### config.mk
export PLATFORM = sky130hd
export DESIGN_NAME = alu_share_arbiter_flat
export DESIGN_NICKNAME = d
export VERILOG_FILES = /design/src/rtl/alu_share_arbiter_pkg.sv /design/src/rtl/alu_share_arbiter_if.sv /design/src/rtl/alu_share_arbiter_rr_arb2.sv /design/src/rtl/alu_share_arbiter.sv /design/src/flat_wrapper.sv
export SDC_FILE = /design/constraint.sdc
export NUM_CORES = 1
export LEC_CHECK = 0
export ABC_CLOCK_PERIOD_IN_PS = 3700
export CAP_MARGIN = 20
export CORE_ASPECT_RATIO = 1.25
export CORE_UTILIZATION = 33
export CTS_BUF_LIST = sky130_fd_sc_hd__clkbuf_16
export DETAILED_ROUTE_END_ITERATION = 7
export MAX_ROUTING_LAYER = met4
export PLACE_DENSITY = 0.71
export SKIP_LAST_GASP = 1
export SYNTH_ARGS = -nofsm -noshare
export SYNTH_HDL_FRONTEND = slang
export SYNTH_SLANG_ARGS = --single-unit
### constraint.sdc
create_clock -name clk -period 3.7 [get_ports clk]
set_clock_uncertainty 0.05 [all_clocks]
set_input_delay 0.74 -clock clk [delete_from_list [all_inputs] [get_ports clk]]
set_output_delay 0.74 -clock clk [all_outputs]
set_load 0.01 [all_outputs]
### src/rtl/alu_share_arbiter_pkg.sv
// Shared definitions for the ALU share arbiter: ALU op encodings, flag bit positions,
// FSM state encoding and the flag packing helper.
package alu_share_arbiter_pkg;

  localparam int ALU_WIDTH  = 32;
  localparam int ALU_CTRL_W = 3;

  localparam logic [ALU_CTRL_W-1:0] ALU_AND = 3'b000;
  localparam logic [ALU_CTRL_W-1:0] ALU_OR  = 3'b001;
  localparam logic [ALU_CTRL_W-1:0] ALU_ADD = 3'b010;
  localparam logic [ALU_CTRL_W-1:0] ALU_SUB = 3'b110;

  // Bit positions inside the 4-bit {zero,overflow,carryOut,negative} flag vector.
  localparam int FLAG_ZERO     = 3;
  localparam int FLAG_OVERFLOW = 2;
  localparam int FLAG_CARRY    = 1;
  localparam int FLAG_NEGATIVE = 0;

  typedef enum logic [1:0] {
    ST_IDLE = 2'd0,
    ST_EXEC = 2'd1,
    ST_RESP = 2'd2
  } state_e;

  function automatic logic [3:0] pack_flags(input logic zero, input logic overflow,
                                            input logic carry, input logic negative);
    logic [3:0] f;
    f                = 4'b0000;
    f[FLAG_ZERO]     = zero;
    f[FLAG_OVERFLOW] = overflow;
    f[FLAG_CARRY]    = carry;
    f[FLAG_NEGATIVE] = negative;
    return f;
  endfunction

endpackage

### src/rtl/alu_share_arbiter_if.sv
// Bundle of the two requester ports, the shared-ALU port and the response port.
// The arbiter uses the slave modport; the surrounding logic (or bench) uses master.
interface alu_share_arbiter_if #(
  parameter int WIDTH  = 32,
  parameter int CTRL_W = 3
);
  logic              req0_valid, req0_ready;
  logic [WIDTH-1:0]  req0_a, req0_b;
  logic [CTRL_W-1:0] req0_ctrl;

  logic              req1_valid, req1_ready;
  logic [WIDTH-1:0]  req1_a, req1_b;
  logic [CTRL_W-1:0] req1_ctrl;

  logic [WIDTH-1:0]  alu_a, alu_b, alu_result;
  logic [CTRL_W-1:0] alu_ctrl;
  logic              alu_zero, alu_overflow, alu_carryOut, alu_negative;

  logic              rsp_valid, rsp_ready, rsp_id;
  logic [WIDTH-1:0]  rsp_result;
  logic [3:0]        rsp_flags;

  modport slave (
    input  req0_valid, req0_a, req0_b, req0_ctrl, output req0_ready,
    input  req1_valid, req1_a, req1_b, req1_ctrl, output req1_ready,
    output alu_a, alu_b, alu_ctrl,
    input  alu_result, alu_zero, alu_overflow, alu_carryOut, alu_negative,
    output rsp_valid, rsp_id, rsp_result, rsp_flags, input rsp_ready
  );

  modport master (
    output req0_valid, req0_a, req0_b, req0_ctrl, input req0_ready,
    output req1_valid, req1_a, req1_b, req1_ctrl, input req1_ready,
    input  alu_a, alu_b, alu_ctrl,
    output alu_result, alu_zero, alu_overflow, alu_carryOut, alu_negative,
    input  rsp_valid, rsp_id, rsp_result, rsp_flags, output rsp_ready
  );
endinterface

### src/rtl/alu_share_arbiter_rr_arb2.sv
// Two-input round-robin grant: a lone requester wins; on a tie the one that did not
// win last time wins. Purely combinational, one-hot or zero grant.
module alu_share_arbiter_rr_arb2 (
  input  logic [1:0] valid,
  input  logic       last_grant,
  output logic [1:0] grant
);
  // NOTE: every output of an always_comb gets a default first so no path leaves it
  // unassigned, which would otherwise infer a latch.
  always_comb begin
    grant = 2'b00;
    case (valid)
      2'b01:   grant = 2'b01;
      2'b10:   grant = 2'b10;
      2'b11:   grant = last_grant ? 2'b01 : 2'b10;
      default: grant = 2'b00;
    endcase
  end
endmodule

### src/rtl/alu_share_arbiter.sv
// Shares one external combinational ALU between two requesters: round-robin accept in IDLE,
// registered operands during EXEC, registered result/flags/id held in RESP until taken.
module alu_share_arbiter
  import alu_share_arbiter_pkg::*;
#(
  parameter int WIDTH  = ALU_WIDTH,
  parameter int CTRL_W = ALU_CTRL_W
) (
  input  logic                clk,
  input  logic                reset_n,
  alu_share_arbiter_if.slave  bus,
  output logic                busy,
  output logic [15:0]         op_count
);

  state_e            state_q, state_d;
  logic              last_grant_q, last_grant_d;
  logic              id_q, id_d;
  logic              rsp_id_q, rsp_id_d;
  logic [WIDTH-1:0]  alu_a_q, alu_a_d, alu_b_q, alu_b_d;
  logic [CTRL_W-1:0] alu_ctrl_q, alu_ctrl_d;
  logic [WIDTH-1:0]  rsp_result_q, rsp_result_d;
  logic [3:0]        rsp_flags_q, rsp_flags_d;
  logic [15:0]       op_count_q, op_count_d;
  logic [1:0]        grant;
  logic              accept_en;

  alu_share_arbiter_rr_arb2 u_arb (
    .valid      ({bus.req1_valid, bus.req0_valid}),
    .last_grant (last_grant_q),
    .grant      (grant)
  );

  // Ready is offered only in IDLE and never while reset is asserted.
  assign accept_en      = (state_q == ST_IDLE) && reset_n;
  assign bus.req0_ready = accept_en && grant[0];
  assign bus.req1_ready = accept_en && grant[1];

  always_comb begin
    state_d      = state_q;
    last_grant_d = last_grant_q;
    id_d         = id_q;
    rsp_id_d     = rsp_id_q;
    alu_a_d      = alu_a_q;
    alu_b_d      = alu_b_q;
    alu_ctrl_d   = alu_ctrl_q;
    rsp_result_d = rsp_result_q;
    rsp_flags_d  = rsp_flags_q;
    op_count_d   = op_count_q;
    case (state_q)
      ST_IDLE: begin
        if (grant != 2'b00) begin
          alu_a_d      = grant[1] ? bus.req1_a    : bus.req0_a;
          alu_b_d      = grant[1] ? bus.req1_b    : bus.req0_b;
          alu_ctrl_d   = grant[1] ? bus.req1_ctrl : bus.req0_ctrl;
          id_d         = grant[1];
          last_grant_d = grant[1];
          state_d      = ST_EXEC;
        end
      end
      ST_EXEC: begin
        rsp_result_d = bus.alu_result;
        rsp_flags_d  = pack_flags(bus.alu_zero, bus.alu_overflow,
                                  bus.alu_carryOut, bus.alu_negative);
        rsp_id_d     = id_q;
        state_d      = ST_RESP;
      end
      ST_RESP: begin
        if (bus.rsp_ready) begin
          op_count_d = op_count_q + 16'd1;
          state_d    = ST_IDLE;
        end
      end
      default: state_d = ST_IDLE;
    endcase
  end

  // NOTE: sequential state uses non-blocking assignments so every flop samples the
  // pre-edge value of its neighbours. Datapath registers are reset too, because the
  // outputs they drive are defined as zero out of reset.
  always_ff @(posedge clk) begin
    if (!reset_n) begin
      state_q      <= ST_IDLE;
      last_grant_q <= 1'b1;
      id_q         <= 1'b0;
      rsp_id_q     <= 1'b0;
      alu_a_q      <= '0;
      alu_b_q      <= '0;
      alu_ctrl_q   <= '0;
      rsp_result_q <= '0;
      rsp_flags_q  <= 4'b0000;
      op_count_q   <= 16'd0;
    end else begin
      state_q      <= state_d;
      last_grant_q <= last_grant_d;
      id_q         <= id_d;
      rsp_id_q     <= rsp_id_d;
      alu_a_q      <= alu_a_d;
      alu_b_q      <= alu_b_d;
      alu_ctrl_q   <= alu_ctrl_d;
      rsp_result_q <= rsp_result_d;
      rsp_flags_q  <= rsp_flags_d;
      op_count_q   <= op_count_d;
    end
  end

  assign bus.alu_a      = alu_a_q;
  assign bus.alu_b      = alu_b_q;
  assign bus.alu_ctrl   = alu_ctrl_q;
  assign bus.rsp_valid  = (state_q == ST_RESP);
  assign bus.rsp_id     = rsp_id_q;
  assign bus.rsp_result = rsp_result_q;
  assign bus.rsp_flags  = rsp_flags_q;
  assign busy           = (state_q == ST_EXEC) || (state_q == ST_RESP);
  assign op_count       = op_count_q;

endmodule

### src/flat_wrapper.sv
// flat-port wrapper written by rule: the top's interface ports become plain ports
module alu_share_arbiter_flat import alu_share_arbiter_pkg::*;
#(
  parameter int WIDTH  = ALU_WIDTH,
  parameter int CTRL_W = ALU_CTRL_W
)
  (clk, reset_n, busy, op_count, bus_req0_valid, bus_req0_a, bus_req0_b, bus_req0_ctrl, bus_req0_ready, bus_req1_valid, bus_req1_a, bus_req1_b, bus_req1_ctrl, bus_req1_ready, bus_alu_a, bus_alu_b, bus_alu_ctrl, bus_alu_result, bus_alu_zero, bus_alu_overflow, bus_alu_carryOut, bus_alu_negative, bus_rsp_valid, bus_rsp_id, bus_rsp_result, bus_rsp_flags, bus_rsp_ready);
  alu_share_arbiter_if #(.WIDTH(WIDTH), .CTRL_W(CTRL_W)) bus_i ();
  input  logic clk;
  input  logic reset_n;
  output logic busy;
  output logic [15:0] op_count;
  input wire logic [$bits(bus_i.req0_valid)-1:0] bus_req0_valid;
  input wire logic [$bits(bus_i.req0_a)-1:0] bus_req0_a;
  input wire logic [$bits(bus_i.req0_b)-1:0] bus_req0_b;
  input wire logic [$bits(bus_i.req0_ctrl)-1:0] bus_req0_ctrl;
  output wire logic [$bits(bus_i.req0_ready)-1:0] bus_req0_ready;
  input wire logic [$bits(bus_i.req1_valid)-1:0] bus_req1_valid;
  input wire logic [$bits(bus_i.req1_a)-1:0] bus_req1_a;
  input wire logic [$bits(bus_i.req1_b)-1:0] bus_req1_b;
  input wire logic [$bits(bus_i.req1_ctrl)-1:0] bus_req1_ctrl;
  output wire logic [$bits(bus_i.req1_ready)-1:0] bus_req1_ready;
  output wire logic [$bits(bus_i.alu_a)-1:0] bus_alu_a;
  output wire logic [$bits(bus_i.alu_b)-1:0] bus_alu_b;
  output wire logic [$bits(bus_i.alu_ctrl)-1:0] bus_alu_ctrl;
  input wire logic [$bits(bus_i.alu_result)-1:0] bus_alu_result;
  input wire logic [$bits(bus_i.alu_zero)-1:0] bus_alu_zero;
  input wire logic [$bits(bus_i.alu_overflow)-1:0] bus_alu_overflow;
  input wire logic [$bits(bus_i.alu_carryOut)-1:0] bus_alu_carryOut;
  input wire logic [$bits(bus_i.alu_negative)-1:0] bus_alu_negative;
  output wire logic [$bits(bus_i.rsp_valid)-1:0] bus_rsp_valid;
  output wire logic [$bits(bus_i.rsp_id)-1:0] bus_rsp_id;
  output wire logic [$bits(bus_i.rsp_result)-1:0] bus_rsp_result;
  output wire logic [$bits(bus_i.rsp_flags)-1:0] bus_rsp_flags;
  input wire logic [$bits(bus_i.rsp_ready)-1:0] bus_rsp_ready;
  assign bus_i.req0_valid = bus_req0_valid;
  assign bus_i.req0_a = bus_req0_a;
  assign bus_i.req0_b = bus_req0_b;
  assign bus_i.req0_ctrl = bus_req0_ctrl;
  assign bus_req0_ready = bus_i.req0_ready;
  assign bus_i.req1_valid = bus_req1_valid;
  assign bus_i.req1_a = bus_req1_a;
  assign bus_i.req1_b = bus_req1_b;
  assign bus_i.req1_ctrl = bus_req1_ctrl;
  assign bus_req1_ready = bus_i.req1_ready;
  assign bus_alu_a = bus_i.alu_a;
  assign bus_alu_b = bus_i.alu_b;
  assign bus_alu_ctrl = bus_i.alu_ctrl;
  assign bus_i.alu_result = bus_alu_result;
  assign bus_i.alu_zero = bus_alu_zero;
  assign bus_i.alu_overflow = bus_alu_overflow;
  assign bus_i.alu_carryOut = bus_alu_carryOut;
  assign bus_i.alu_negative = bus_alu_negative;
  assign bus_rsp_valid = bus_i.rsp_valid;
  assign bus_rsp_id = bus_i.rsp_id;
  assign bus_rsp_result = bus_i.rsp_result;
  assign bus_rsp_flags = bus_i.rsp_flags;
  assign bus_i.rsp_ready = bus_rsp_ready;
  alu_share_arbiter #(.WIDTH(WIDTH), .CTRL_W(CTRL_W)) u_core (.clk(clk), .reset_n(reset_n), .bus(bus_i), .busy(busy), .op_count(op_count));
endmodule
---- After elaboration in Yosys (flattened, before gate mapping) ----
Index checks and enable logic that the tools add are counted.
storage, ports and cells
  register bits after elaboration ......... 124
  output and inout port bits .............. 124
cells by class
  add/sub/neg operators ................... 1
  equality and inequality tests ........... 7
  muxes and demuxes ....................... 8
  reductions and logical operators ........ 9
operator list
  operator                                                                 count
  32-bit 2-to-1 mux                                                        2
  16-bit by 1-bit adder with 16-bit output, second input constant          1
  2-bit one-hot mux with 3 select lines                                    2
  2-bit == test, second input constant                                     3
  2-bit 2-to-1 mux                                                         3
  2-bit AND reduction                                                      3
  2-bit by 1-bit == test with 1-bit output, second input constant          2
  1-bit logical AND                                                        3
  3-bit 2-to-1 mux                                                         1
  2-bit logical NOT                                                        1
  2-bit by 1-bit inequality test with 1-bit output, second input constant  1
  2-bit inequality test, second input constant                             1
  2-bit nonzero test                                                       1
  1-bit logical OR                                                         1

---- Logic depth before layout (Yosys ltp) ----
Gate-level depths: netlist of run 1.
  depth in word-level cells ............... 5
  mapped depth ............................ 7
  gate-level depth less buffers ........... 6

---- Modules after synthesis ----
Synthesis of run 1 repeated with hierarchy kept, for this count alone.
second synthesis, totals
  cells, all modules ...................... 532
  area, all modules ....................... 5,168.7 µm²
modules (own cells, without submodules)
  module                     times used  cells an instance  area an instance (µm²)
  alu_share_arbiter          1           529                5,149.9
  alu_share_arbiter_rr_arb2  1           3                  18.8

---- Least setup slack after synthesis of run 1 ----
No wires, ideal clock.
  kind .................................... in2out
  start ................................... input port bus_req1_valid
  end ..................................... output port bus_req1_ready
  arrival time ............................ 1,683 ps
  required time ........................... 2,910 ps
  slack ................................... 1,227 ps
  stages .................................. 5
  path through ............................ a21boi_0 -> clkbuf_1 -> buf_4 -> buf_4 -> and3_1
between the ends
  longest elaborated chain between the ends .. 3
  elaborated cells on any way between the ends .. 5
  classes of those cells .................. eq/ne (3); mux (1); reduce/logical (1)
ends and longest elaborated chain
  element                                                                           line                             source
  start, declared                                                                   flat_wrapper.sv:18               input wire logic [$bits(bus_i.req1_valid)-1:0] bus_req1_valid;
  2-bit == test / 2-bit by 1-bit == test with 1-bit output (equally long branches)  alu_share_arbiter_rr_arb2.sv:12  case (valid)
  2-bit one-hot mux with 3 select lines (*)                                         alu_share_arbiter_rr_arb2.sv:12
  1-bit logical AND (*)                                                             alu_share_arbiter.sv:37          assign bus.req1_ready = accept_en && grant[1];
  end, declared                                                                     flat_wrapper.sv:22               output wire logic [$bits(bus_i.req1_ready)-1:0] bus_req1_ready;
Every way passes the cells marked *; elsewhere a longest branch is shown, timed or not.

---- Final worst setup path of run 1 ----
Ends and elaborated chain as after synthesis.

==> qor.txt, run 1 <==
GR Util All Layers: 0.2051
Lkg Pwr: 3.378 nW
Inserted Clock Buffers: 17
row count: 50
largest family of logic cells by synthesized area: multiplexers
DRT iter0 DRCs: 168
most frequent cells in the layout: clkdlybuf4s50_1 (298), dfxtp_1 (124), nor2_1 (115), mux2i_1 (106), a211oi_1 (67)
Yosys warnings: 0
CP Launch Type: input port
layout cells sized above 1: 0.05576
Worst path slowest cell: clkdlybuf4s50_1
hold_buf cts: 0
commonest non-fill, non-tap cell in the layout: clkdlybuf4s50_1
Routed wire per std cell: 15.66 µm
ant diodes: 0
H-tree depth: 4
RSZ-0062 raised after global routing: no
# DRC: 0
Resized cells post-CTS: 0
Multi-input gate area: 0.002497 mm²
relative max-transition margin: 0.7040
CP Max Fanout: 3
Hold Crit Class: register to register
Setup crit end kind: output pin
# port buffers: 298
MaxCap Viol Count: 0
Register Area: 0.002482 mm²
syn_area_per_cell: 9.744 µm²
core footprint: 0.01508 mm²
crit-path max cell delay: 540 ps
initial antenna violation count: 0
Worst-Skew Late Latency: 410 ps
Worst IR Drop VDD: 0.2223 mV
P per Cell Area: 504.2 mW/mm²
total grt overflow: 0
post-route insts no fill: 1,033
Peak Freq: 342.8 MHz
fin crit share: 0.7885
Initial Util: 0.3412
Post-Syn Area: 0.005145 mm²
crit path kind: input port to output pin
ys async rst share: 0
Adder-Cell Fraction of Synth Area: 0.01459
gpl congestion: 0.8040
worst slew pin tran: 444.0 ps
Required @ worst endpoint: 2910 ps
Setup Viol. Count Final: 0
filler instances: 1,284
CTS sink count: 124
dpl cells: 1,000
final hold viol count: 0
EDFF count, synth: 0
syn_nets: 709
Max Root-Sink Buffers: 2
Layout Nets: 994
post-synthesis xor/xnor area fraction: 0.01362
Synth Register Bits: 124
largest net degree at the start of global routing: 99
sequential share of the synthesized area: 0.4825
1st-pass router iterations: 4
Most Frequent Cell on Critical Path: clkdlybuf4s50_1
crit path time final: 2917 ps
remaining antenna violation count: 0
setup ws final: 782.5 ps
clock-pin transition on the worst setup and hold timing paths: 60 ps
CP cell instances: clkdlybuf4s50_1 -> a21boi_4 -> and3_1 -> clkdlybuf4s50_1
Area Growth Syn to Fin: 73.40%
CTS tree: yes
Setup Fix Bufs, Post-CTS: 0
setup_tns: 0 ps
vias: 4,939
mux cell area share after synthesis: 0.2062
HPWL after DPL: 12.01 mm
Unique masters post-synth: 35
Root Driver: clkbuf_16
DIE AREA: 0.01610 mm²
Gate Count Post-Synth: 528
drt via density: 4.781
Die X: 113.7 µm
num ports: 299
Die Y-Extent: 141.6 µm
dpl ws: 715.4 ps
ys flop type: dfxtp_1
simple-gate share of the synthesized area: 0.1262
final wirelength: 16.18 mm
outcome: completed
Slew Limit Fails: 0
compound-gate portion of the synthesized area: 0.1206
vias in the first global route: 4,892
CP arrival: 2130 ps
first-pass GRT wire length: 24.77 mm
## final cells by class
class / instances / share of cell area
timing repair buffer: 306 / 0.3461
sequential: 124 / 0.2783
clock inverter: 14 / 0.01655
inverter: 5 / 0.002244
tap: 208 / 0.02917
multi-input combinational: 359 / 0.2799
clock buffer: 17 / 0.04769
## state kept, by name, summed over array words and instances (netlist names)
name / flops
u_core.bus.alu_b: 32
u_core.bus.rsp_id: 1
u_core.bus.alu_ctrl: 3
u_core.op_count: 16
u_core.bus.rsp_result: 32
u_core.state_q: 2
u_core.last_grant_q: 1
u_core.bus.alu_a: 32
u_core.id_q: 1
u_core.bus.rsp_flags: 4
## layer usage
metal	track usage	wire, µm	up-vias
met5	-	0	-
met4	0.07064	236	0
met3	0.06023	1180	19
met2	0.3678	8472	207
met1	0.2123	6292	2256
li1	-	-	2457
## cell usage after synthesis, types with 2 or more instances
cell,count,area share
or4_1,2,0.0029
nand2b_1,2,0.0024
nand2_1,9,0.0066
xor2_1,6,0.010
or3_1,3,0.0036
buf_2,8,0.0078
dfxtp_1,124,0.48
inv_1,4,0.0029
nor2_1,115,0.084
nand4_1,6,0.0073
xnor2_1,2,0.0034
ha_1,6,0.015
clkbuf_1,25,0.018
o31ai_1,2,0.0029
and3_1,2,0.0024
a211oi_1,67,0.098
buf_4,2,0.0029
a21oi_1,10,0.0097
nand3_1,4,0.0039
buf_1,5,0.0036
mux2i_1,106,0.21
nor3_1,2,0.0019
o21ai_0,4,0.0039
## worst paths after layout
check	from	end	slack, ps	cells past startpoint
max reg2reg	u_core.state_q[0]	u_core.op_count[14]	1580	6
min	u_core.op_count[15]	u_core.op_count[15]	440	2
min reg2reg	u_core.op_count[15]	u_core.op_count[15]	440	2
max	bus_req1_valid	bus_req1_ready	780	4
## metrics by stage
stage	cell area, µm²	hold WS (ps)	utilization	power [mW]
final	8921	437.8	0.5917	4.498
after global routing	8921	466.5	0.5917	4.726
after CTS	8874	444.8	0.5885	4.543
after detailed placement	8300	426.2	0.5505	2.911
after global placement	8300	412.1	0.5505	2.879
after floorplan	5145	400.1	-	2.230
## cell families after synthesis
group	after synthesis
AND/OR/NAND/NOR	152
flip-flops	124
multiplexers	106
AO/OA/AOI/OAI	87
buffers and inverters	45
XOR/XNOR	8
adder cells (fa/ha/maj)	6
## report_power, final
group / internal [mW] / leakage [nW] / total (mW) / switching, mW
clock: 0.988 / 0.275 / 1.61 / 0.626
combinational: 0.708 / 2.08 / 1.26 / 0.551
sequential: 1.52 / 1.02 / 1.62 / 0.102
## critical path: cells and delay by family
family,cells,cell delay [ps]
and+or+nand+nor,1,170
AOI/OAI and AO/OA,1,180
buffers and inverters,2,1040
Note: power is estimated with default switching activity, not from simulation.
==> run 2: changes to the inputs <==
--- a/config.mk
+++ b/config.mk
@@ -5,7 +5,7 @@
 export SDC_FILE = /design/constraint.sdc
 export NUM_CORES = 1
 export LEC_CHECK = 0
-export ABC_CLOCK_PERIOD_IN_PS = 3700
+export ABC_CLOCK_PERIOD_IN_PS = 2900
 export CAP_MARGIN = 20
 export CORE_ASPECT_RATIO = 1.25
 export CORE_UTILIZATION = 33
==> constraint.sdc (replaced) <==
create_clock -name clk -period 2.9 [get_ports clk]
set_clock_uncertainty 0.05 [all_clocks]
set_input_delay 0.58 -clock clk [delete_from_list [all_inputs] [get_ports clk]]
set_output_delay 0.58 -clock clk [all_outputs]
set_load 0.01 [all_outputs]
==> qor.txt, run 2 (synthesized netlist as in run 1, its figures left out) <==
outcome: completed
# DRC: 0 (unchanged)
Worst IR Drop VDD: 0.2991 mV (+35%)
reg2reg start: u_core.state_q[0]
Required @ worst endpoint: 2270 ps (-640 ps)
1st-pass router iterations: 4 (unchanged)
Hold Crit Class: register to register
Layout Nets: 994 (unchanged)
DIE AREA: 0.01610 mm² (unchanged)
clock-pin transition on the worst setup and hold timing paths: 60 ps (about the same)
largest net degree at the start of global routing: 70 (-29%)
CP Launch Type: input port
first-pass GRT wire length: 24.70 mm (-0.31%)
Area Growth Syn to Fin: 73.35% (about the same)
Worst path slowest cell: clkdlybuf4s50_1
fin crit share: 0.9120
most frequent cells in the layout: clkdlybuf4s50_1 (298), dfxtp_1 (124), nor2_1 (115), mux2i_1 (106), a211oi_1 (67)
Worst Hold Path EP: u_core.bus.rsp_result[25]
initial antenna violation count: 1 (+1)
crit-path max cell delay: 530 ps (about the same)
Inserted Clock Buffers: 17 (unchanged)
worst-case reg-to-reg path depth: 6 (unchanged)
H-tree depth: 4 (unchanged)
vias in the first global route: 5,061 (+3.5%)
CTS sink count: 124 (unchanged)
Setup crit end kind: output pin
final wirelength: 15.86 mm (-2.0%)
Peak Freq: 378.1 MHz
gpl congestion: 0.7720 (-4.0%)
P per Cell Area: 632.6 mW/mm² (+25%)
Root Driver: clkbuf_16
worst reg2reg endpoint: u_core.op_count[12]
commonest non-fill, non-tap cell in the layout: clkdlybuf4s50_1
total grt overflow: 0 (unchanged)
worst slew pin tran: 612.8 ps (+168.8 ps)
Die X: 113.7 µm (unchanged)
worst reg2reg setup slack: 780 ps (-800 ps)
Die Y-Extent: 141.6 µm (unchanged)
setup_tns: 0 ps (unchanged)
CTS tree: yes
vias: 4,945 (+0.12%)
DRT iter0 DRCs: 204 (+21%)
# port buffers: 298 (unchanged)
Hold Crit Start: u_core.bus.rsp_result[25]
CP arrival: 2010 ps (-120 ps)
crit path kind: input port to output pin
Setup Viol. Count Final: 0 (unchanged)
CP Max Fanout: 3 (unchanged)
hold path depth: 2 (unchanged)
row count: 50 (unchanged)
HPWL after DPL: 11.88 mm (-1.0%)
Routed wire per std cell: 15.33 µm (-2.2%)
Lkg Pwr: 3.366 nW (-0.34%)
Max Root-Sink Buffers: 2 (unchanged)
drt via density: 4.778 (about the same)
hold_buf cts: 0 (unchanged)
num ports: 299 (unchanged)
layout cells sized above 1: 0.05690 (+0.001143)
Setup Fix Bufs, Post-CTS: 0 (unchanged)
Resized cells post-CTS: 0 (unchanged)
relative max-transition margin: 0.5915 (-0.1125)
Initial Util: 0.3412 (unchanged)
MaxCap Viol Count: 0 (unchanged)
CP cell instances: clkdlybuf4s50_1 -> a21boi_4 -> and3_1 -> clkdlybuf4s50_1
remaining antenna violation count: 0 (unchanged)
Slew Limit Fails: 0 (unchanged)
GR Util All Layers: 0.2038 (-0.001389)
final hold viol count: 0 (unchanged)
crit path time final: 2645 ps
core footprint: 0.01508 mm² (unchanged)
Most Frequent Cell on Critical Path: clkdlybuf4s50_1
RSZ-0062 raised after global routing: no
Worst-Skew Late Latency: 400 ps (about the same)
Final Util: 0.5915 (about the same)
run 2: cell count changes in the layout (fill, tap and decap cells not counted), sizes merged:
cell      before  now
diode          0    1
clkinv         7    8
clkinvlp       3    5
bufinv         2    1
inv            7    6
run 2: worst max path at each step:
stage,from,to,slack (ps),cells past startpoint
2_1_floorplan,bus_req1_valid,bus_req1_ready,750,5
3_3_place_gp,bus_req1_valid,bus_req1_ready,270,4
3_5_place_dp,bus_req1_valid,bus_req1_ready,270,4
4_1_cts,bus_req1_valid,bus_req1_ready,250,4
5_1_grt,bus_req1_valid,bus_req1_ready,210,4
6_report,bus_req1_valid,bus_req1_ready,260,4
run 2: metrics by stage:
step | instance area [µm²] | hold slack (ps) | setup WS [ps] | instances | power [mW]
floorplan | 5145 | 400.1 | 747.1 | 528 | 2.845
global placement | 8366 | 413.7 | 269.6 | 1002 | 3.689
detailed placement | 8366 | 421.8 | 265.6 | 1002 | 3.725
CTS | 8916 | 444.9 | 253.3 | 1034 | 5.710
global route | 8919 | 463.4 | 209.4 | 1035 | 5.928
finish | 8919 | 438.2 | 255.2 | 1035 | 5.642
run 2: routing by layer:
layer / part of all wire / up-vias / track usage
met3: 0.066 / 26 / 0.04699
met1: 0.39 / 2256 / 0.2078
met4: 0.024 / 0 / 0.09488
li1: - / 2454 / -
met2: 0.52 / 209 / 0.3671
met5: 0 / - / -
run 2: area by class of cell:
class / count / area (µm²)
Antenna cell: 1 / 2.502
Fill cell: 1307 / 6158
Tap cell: 208 / 260.3
Clock inverter: 15 / 125.1
Multi-Input combinational cell: 359 / 2497
Sequential cell: 124 / 2482
Inverter: 5 / 20.02
Clock buffer: 17 / 425.4
Timing Repair Buffer: 306 / 3105
run 2: where the power goes:
part / internal (mW) / leakage (nW) / total [mW] / switching [mW]
clock: 1.17 / 0.257 / 1.96 / 0.791
combinational: 0.904 / 2.09 / 1.61 / 0.706
sequential: 1.94 / 1.02 / 2.07 / 0.126
total: 4.02 / 3.37 / 5.64 / 1.62
run 2: worst max-delay path, delay by kind of cell:
family	cells	cell delay, ps
AND/OR/NAND/NOR	1	180
AO/OA/AOI/OAI	1	220
buffers and inverters	2	1030
==> run 3: changes to the inputs <==
--- a/config.mk
+++ b/config.mk
@@ -11,7 +11,6 @@
 export CORE_UTILIZATION = 33
 export CTS_BUF_LIST = sky130_fd_sc_hd__clkbuf_16
 export DETAILED_ROUTE_END_ITERATION = 7
-export MAX_ROUTING_LAYER = met4
 export PLACE_DENSITY = 0.71
 export SKIP_LAST_GASP = 1
 export SYNTH_ARGS = -nofsm -noshare
==> qor.txt, run 3 (synthesized netlist as in run 1, its figures left out) <==
GR Util All Layers: 0.1979 (-0.005853)
initial antenna violation count: 1 (unchanged)
CTS tree: yes
crit path time final: 2644 ps (-0.3430 ps)
P per Cell Area: 632.7 mW/mm² (about the same)
Setup Viol. Count Final: 0 (unchanged)
# port buffers: 298 (unchanged)
hold path depth: 2 (unchanged)
Setup Fix Bufs, Post-CTS: 0 (unchanged)
Peak Freq: 378.1 MHz (about the same)
clock-pin transition on the worst setup and hold timing paths: 60 ps (about the same)
Logic pwr share: 0.285 (about the same)
# DRC: 0 (unchanged)
CP arrival: 2010 ps (about the same)
worst reg2reg endpoint: u_core.op_count[12]
gpl congestion: 0.7620 (-1.3%)
Sw Ratio: 0.2876 (about the same)
Die X: 113.7 µm (unchanged)
post-route insts no fill: 1,034 (-0.097%)
hold_buf cts: 0 (unchanged)
dpl ws: 265.6 ps (unchanged)
worst slew pin tran: 618.5 ps (+5.719 ps)
Most Frequent Cell on Critical Path: clkdlybuf4s50_1
Switch Pwr: 1.622 mW (about the same)
CP Launch Type: input port
worst reg2reg setup slack: 790 ps (about the same)
Max Root-Sink Buffers: 2 (unchanged)
Worst path slowest cell: clkdlybuf4s50_1
Lkg Pwr: 3.366 nW (unchanged)
Worst IR Drop VDD: 0.2990 mV (about the same)
Inserted Clock Buffers: 17 (unchanged)
relative max-transition margin: 0.5877 (-0.003812)
Layout Nets: 994 (unchanged)
vias: 4,950 (+0.10%)
Worst-Skew Late Latency: 400 ps (about the same)
setup ws final: 255.5 ps (+0.3430 ps)
remaining antenna violation count: 0 (unchanged)
Area Growth Syn to Fin: 73.30% (about the same)
Cell Int Power: 4.019 mW (about the same)
fin crit share: 0.9119 (about the same)
worst-case reg-to-reg path depth: 6 (unchanged)
MaxCap Viol Count: 0 (unchanged)
commonest non-fill, non-tap cell in the layout: clkdlybuf4s50_1
outcome: completed
vias in the first global route: 5,053 (-0.16%)
Resized cells post-CTS: 0 (unchanged)
Worst Hold Path EP: u_core.bus.rsp_result[25]
final hold viol count: 0 (unchanged)
num ports: 299 (unchanged)
row count: 50 (unchanged)
CP cell instances: clkdlybuf4s50_1 -> a21boi_4 -> and3_1 -> clkdlybuf4s50_1
CTS sink count: 124 (unchanged)
Setup crit end kind: output pin
Hold Crit Class: register to register
RSZ-0062 raised after global routing: no
crit-path max cell delay: 530 ps (about the same)
H-tree depth: 4 (unchanged)
largest net degree at the start of global routing: 70 (unchanged)
1st-pass router iterations: 4 (unchanged)
Required @ worst endpoint: 2270 ps (about the same)
crit path from: bus_req1_valid
setup_tns: 0 ps (unchanged)
Routed wire per std cell: 15.37 µm (+0.29%)
Seq pwr share: 0.367 (about the same)
total grt overflow: 0 (unchanged)
DIE AREA: 0.01610 mm² (unchanged)
Initial Util: 0.3412 (unchanged)
post-route design area: 0.008916 mm² (about the same)
dpl cells: 1,002 (unchanged)
crit path kind: input port to output pin
Hold Crit Start: u_core.bus.rsp_result[25]
CP Max Fanout: 3 (unchanged)
layout cells sized above 1: 0.05690 (unchanged)
clock power share: 0.348 (about the same)
Die Y-Extent: 141.6 µm (unchanged)
core footprint: 0.01508 mm² (unchanged)
reg2reg start: u_core.state_q[0]
drt via density: 4.787 (+0.20%)
Slew Limit Fails: 0 (unchanged)
ant diodes: 0 (-1)
placement-stage cell area: 0.008366 mm² (unchanged)
most frequent cells in the layout: clkdlybuf4s50_1 (298), dfxtp_1 (124), nor2_1 (115), mux2i_1 (106), a211oi_1 (67)
HPWL after DPL: 11.88 mm (unchanged)
WHS: 438.2 ps (-0.03600 ps)
first-pass GRT wire length: 24.68 mm (about the same)
Root Driver: clkbuf_16
DRT iter0 DRCs: 152 (-25%)
final wirelength: 15.89 mm (+0.20%)
-- run 3: final cells by class --
cell class,count,area [µm²]
fill,1307,6161
sequential,124,2482
clock inverter,15,125.1
inverter,5,20.02
clock buffer,17,425.4
timing repair buffer,306,3105
tap,208,260.3
multi-input combinational,359,2497
-- run 3: power by group through the flow --
stage	Sequential, mW	Clock [mW]	Combinational [mW]
floorplan	2.20	0	0.648
global placement	2.09	0	1.60
detailed placement	2.10	0	1.62
CTS	2.07	2.01	1.63
global route	2.10	2.10	1.74
finish	2.07	1.96	1.61
-- run 3: stage by stage --
stage               utilization  power, mW
finish                   0.5914      5.641
global route             0.5914      5.930
CTS                      0.5914      5.710
detailed placement       0.5549      3.725
global placement         0.5549      3.689
floorplan                     -      2.845
-- run 3: worst max-delay path by stage --
stage,depth (start not counted),endpoint
after floorplan,5,bus_req1_ready
after global placement,4,bus_req1_ready
after detailed placement,4,bus_req1_ready
after CTS,4,bus_req1_ready
after global routing,4,bus_req1_ready
final,4,bus_req1_ready
-- run 3: metal layers --
metal | track usage | part of all wire
met5 | 0 | 0
met4 | 0.09488 | 0.024
met1 | 0.1990 | 0.38
met3 | 0.06109 | 0.079
met2 | 0.3671 | 0.52
-- run 3: worst max-delay path: cells and delay by family --
kind / cells / cell delay [ps]
AOI/OAI and AO/OA: 1 / 220
buffers and inverters: 2 / 1030
and+or+nand+nor: 1 / 180
